File: src/rtl/multi_stage_buffer.sv
// Valid/ready FIFO buffer with G_DEPTH entries, registered handshake outputs,
// a fill-level count and a programmable almost-full flag.
module multi_stage_buffer #(
    parameter int G_DATA_SIZE   = 8,
    parameter int G_DEPTH       = 4,
    parameter int G_AFULL_LEVEL = 3
) (
    input  logic                           clk_i,
    input  logic                           rstn_i,
    input  logic                           s_valid_i,
    output logic                           s_ready_o,
    input  logic [G_DATA_SIZE-1:0]         s_data_i,
    output logic                           m_valid_o,
    input  logic                           m_ready_i,
    output logic [G_DATA_SIZE-1:0]         m_data_o,
    output logic [$clog2(G_DEPTH+1)-1:0]   fill_o,
    output logic                           afull_o
);

    localparam int FW = $clog2(G_DEPTH + 1);
    localparam int PW = (G_DEPTH > 1) ? $clog2(G_DEPTH) : 1;

    logic [G_DATA_SIZE-1:0] mem_q [G_DEPTH];
    logic [PW-1:0]          wrPtr_q, wrPtr_d;
    logic [PW-1:0]          rdPtr_q, rdPtr_d;
    logic [FW-1:0]          fill_q, fill_d;
    logic                   sReady_q, sReady_d;
    logic                   mValid_q, mValid_d;
    logic                   afull_q, afull_d;
    logic                   push;
    logic                   pop;

    // Handshakes use only registered flags, so no input reaches an output combinationally.
    assign push = s_valid_i & sReady_q;
    assign pop  = mValid_q & m_ready_i;

    always_comb begin
        wrPtr_d = wrPtr_q;
        rdPtr_d = rdPtr_q;
        fill_d  = fill_q;
        if (push) begin
            wrPtr_d = (wrPtr_q == PW'(G_DEPTH - 1)) ? '0 : wrPtr_q + PW'(1);
        end
        if (pop) begin
            rdPtr_d = (rdPtr_q == PW'(G_DEPTH - 1)) ? '0 : rdPtr_q + PW'(1);
        end
        case ({push, pop})
            2'b10:   fill_d = fill_q + FW'(1);
            2'b01:   fill_d = fill_q - FW'(1);
            default: fill_d = fill_q;
        endcase
        // Status flags are derived from the post-edge fill so they are registered.
        sReady_d = (fill_d < FW'(G_DEPTH));
        mValid_d = (fill_d != '0);
        afull_d  = (fill_d >= FW'(G_AFULL_LEVEL));
    end

    always_ff @(posedge clk_i or negedge rstn_i) begin
        if (!rstn_i) begin
            wrPtr_q  <= '0;
            rdPtr_q  <= '0;
            fill_q   <= '0;
            sReady_q <= 1'b0;
            mValid_q <= 1'b0;
            afull_q  <= 1'b0;
        end else begin
            wrPtr_q  <= wrPtr_d;
            rdPtr_q  <= rdPtr_d;
            fill_q   <= fill_d;
            sReady_q <= sReady_d;
            mValid_q <= mValid_d;
            afull_q  <= afull_d;
        end
    end

    // Storage carries no reset; entries are only observable once counted in fill.
    always_ff @(posedge clk_i) begin
        if (push) begin
            mem_q[wrPtr_q] <= s_data_i;
        end
    end

    assign s_ready_o = sReady_q;
    assign m_valid_o = mValid_q;
    assign m_data_o  = mem_q[rdPtr_q];
    assign fill_o    = fill_q;
    assign afull_o   = afull_q;

endmodule

File: config.mk
export PLATFORM = sky130hd
export DESIGN_NAME = multi_stage_buffer
export DESIGN_NICKNAME = d
export VERILOG_FILES = /design/src/rtl/multi_stage_buffer.sv
export SDC_FILE = /design/constraint.sdc
export NUM_CORES = 1
export LEC_CHECK = 0
export BUFFER_PORTS_ARGS = -buffer_cell sky130_fd_sc_hd__buf_2
export CAP_MARGIN = 20
export CORE_ASPECT_RATIO = 1.2
export CORE_MARGIN = 10
export CORE_UTILIZATION = 30
export CTS_CLUSTER_DIAMETER = 200
export DETAILED_ROUTE_END_ITERATION = 8
export PLACE_DENSITY = 0.46
export SLEW_MARGIN = 10
export SYNTH_ARGS = -nofsm -noshare
export SYNTH_HDL_FRONTEND = slang
export SYNTH_SLANG_ARGS = --single-unit
File: constraint.sdc
create_clock -name clk_i -period 2.45 [get_ports clk_i]
set_input_delay 0.245 -clock clk_i [delete_from_list [all_inputs] [get_ports clk_i]]
set_output_delay 0.245 -clock clk_i [all_outputs]
set_load 0.01 [all_outputs]
==> results.cfg <==
[critical_path]
critPathTopFamily = flip-flops
cp_cell_sequence = mux4_2 > buf_2
crit_type = reg2out
start_kind = flop
cp_slowest_cell = dfrtp_1
reg2reg_slack_ns = 0.48
end_kind = primary output
cp_max_fo = 9
required_ns = 2.20
slowest_delay_ns = 0.71
cp.arrival_ns = 1.74
crit_buf_inv = 1

[yosys]
synth_edf_count = 32
ys_async_sr_fraction_pct = 23.81
yosysMostFrequentCell = edfxtp_1
synth-main-ff-cell = edfxtp_1
synth_area_leaders = edfxtp_1 (58%), dfrtp_1 (15%), mux4_2 (11%)
synth_top_area_share_pct = 57.66
syn_avg_cell_area_um2 = 19.61
synthesis.area_mm2 = 0.001667
syn-num-nets = 104
ys_warn_count = 0
synth_cell_types = 19
ys_seq_area_share_pct = 72.67
netlist_top_cells_count = edfxtp_1 (32), dfrtp_1 (10), mux4_2 (8)
ys_seq_elements = 42
syn_inst = 85
synth_top_area_cell = edfxtp_1

[timing]
finalCritPeriodShare_pct = 80.95
maxClockFrequency_ghz = 0.5042
fin_hold_ws_ns = 0.1664
hold_violations = 0
fin_skew_ns = 0.003257
setup_viol = 0
setup_tns_ns = 0
rsz0062_at_grt = no
min_period_ns = 1.983
tightestPinTransition_ns = 0.5747
slew_viol_final = 0
relSlewSlack_pct = 61.69
setup_ws_ns = 0.4667

[floorplan]
die_w_um = 88.04
rows = 29
io_pins = 26
die_h_um = 101.6
start_util_pct = 31.25
coreArea_mm2 = 0.005334
die_area_mm2 = 0.008949

[clock_tree]
cts_setup_buffers = 0
cts_max_level = 2
insertion_delay_ns = 0.28
cts.path.max_buffers = 2
ctsRootBufferMaster = clkbuf_8
cts_inserted_buffers = 5
clkSlewWorstSetupHoldPaths_ns = 0.07
clock-sinks = 42
cts_tree = done

[placement]
hpwl_um = 2119
placedCellCount = 171
portBuffers = 25
place_area_mm2 = 0.001861
gp_congestion = 0.7876
post-place-ws_ns = 0.5159

[power_and_ir_drop]
vdd_ir_drop_max_mv = 0.5321
power_frac_comb_pct = 33.0
power_frac_seq_pct = 48.7
p_leak_nw = 0.7545
p_sw_uw = 721.2
power_mw = 2.247
netSwitchingFraction_pct = 32.09
cellPowerDensity_mw_per_mm2 = 1154
p_int_mw = 1.526
p_clk_share_pct = 18.2

[global_routing]
grt-ovfl-total = 0
grt_pass1_vias = 957
antenna_found_initial = 0
grt_pass1_wl_um = 4747
grt_usage_pct = 7.232
grt_max_degree = 12

[layout]
area_delta_synth_final_pct = 16.82
drive_gt1_share_pct = 36.75
nets = 136
final_core_util_pct = 36.50
antenna_cells = 0
design_area_mm2 = 0.001947
final_cells = 179

[outcome]
status = completed

[job]
drv_cap = 0

[detailed_routing]
first_iter_violations = 47
vias = 830
wire_per_inst_um = 16.37
drc = 0
wirelength_um = 2931
ant_nets = 0
drt-pass1-iter-count = 2
vias_per_cell = 4.637

[min_path]
hold_path_class = in2reg
-- power by group through the flow --
stage / Combinational [mW] / Clock, mW / Sequential, mW
CTS: 0.769 / 0.425 / 1.11
floorplan: 0.552 / 0 / 1.05
global placement: 0.759 / 0 / 1.11
finish: 0.743 / 0.410 / 1.09
detailed placement: 0.765 / 0 / 1.12
global route: 0.842 / 0.462 / 1.13
-- metal layers --
metal | up-vias | part of all wire (%) | GRT usage (%)
met5 | - | 0 | 0
met4 | 0 | 1.6 | 3.628
met3 | 5 | 7.6 | 3.936
met2 | 25 | 49 | 10.99
met1 | 410 | 42 | 8.041
li1 | 390 | - | -
-- sequential cells by signal, indices dropped and copies added (netlist names) --
signal	cells
fill_o	3
mem_q	32
wrPtr_q	2
afull_o	1
m_valid_o	1
rdPtr_q	2
s_ready_o	1
-- path summary, 6_finish.rpt --
check                                 start     endpoint  cells after the start
min in group asynchronous            rstn_i   wrPtr_q[0]                      2
worst min-delay path            s_data_i[3]  mem_q[2][3]                      1
worst min register to register   wrPtr_q[0]   wrPtr_q[0]                      1
max in group asynchronous            rstn_i   rdPtr_q[0]                      2
worst max register to register    s_ready_o    s_ready_o                      6
worst max-delay path             rdPtr_q[0]  m_data_o[5]                      2
-- layout make-up --
cell class	instances	area [um^2]
Sequential cell	42	1211
Inverter	3	11.26
Tap cell	62	77.57
Clock buffer	7	76.32
Fill cell	506	3387
Multi-Input combinational cell	38	427.9
Timing Repair Buffer	27	142.6
-- cells in the final DEF (no fill, tap or decap) --
| cell | n |
|---|---|
| clkbuf_8 | 5 |
| nor2_1 | 1 |
| ha_1 | 6 |
| xnor2_1 | 2 |
| a21o_1 | 2 |
| fa_1 | 1 |
| dfrtp_1 | 10 |
| buf_4 | 1 |
| and3_1 | 4 |
| clkbuf_1 | 2 |
| edfxtp_1 | 32 |
| dlygate4sd3_1 | 1 |
| or3_4 | 1 |
| nand3_1 | 2 |
| nor3_1 | 2 |
| inv_1 | 3 |
| buf_2 | 25 |
| and2_1 | 1 |
| mux4_2 | 8 |
| nand2_1 | 4 |
| mux2_2 | 3 |
| o21ai_0 | 1 |
-- kinds of logic after synthesis --
family	Yosys count	share of synthesized area (%)
DFF	42	72.67
and+or+nand+nor	15	4.879
xor gates and xnor gates	2	1.051
muxes	11	12.84
AOI/OAI and AO/OA	3	1.201
adders and majority gates	7	5.706
buffers and inverters	5	1.651
-- repair_timing --
item | in CTS | in global routing
endpoints found under the setup margin | 0 | 0
gates resized for setup | 0 | 0
hold buffers | 1 | 0
endpoints found under the hold margin | 10 | 0
No activity file was read; power rests on OpenSTA's default activity.
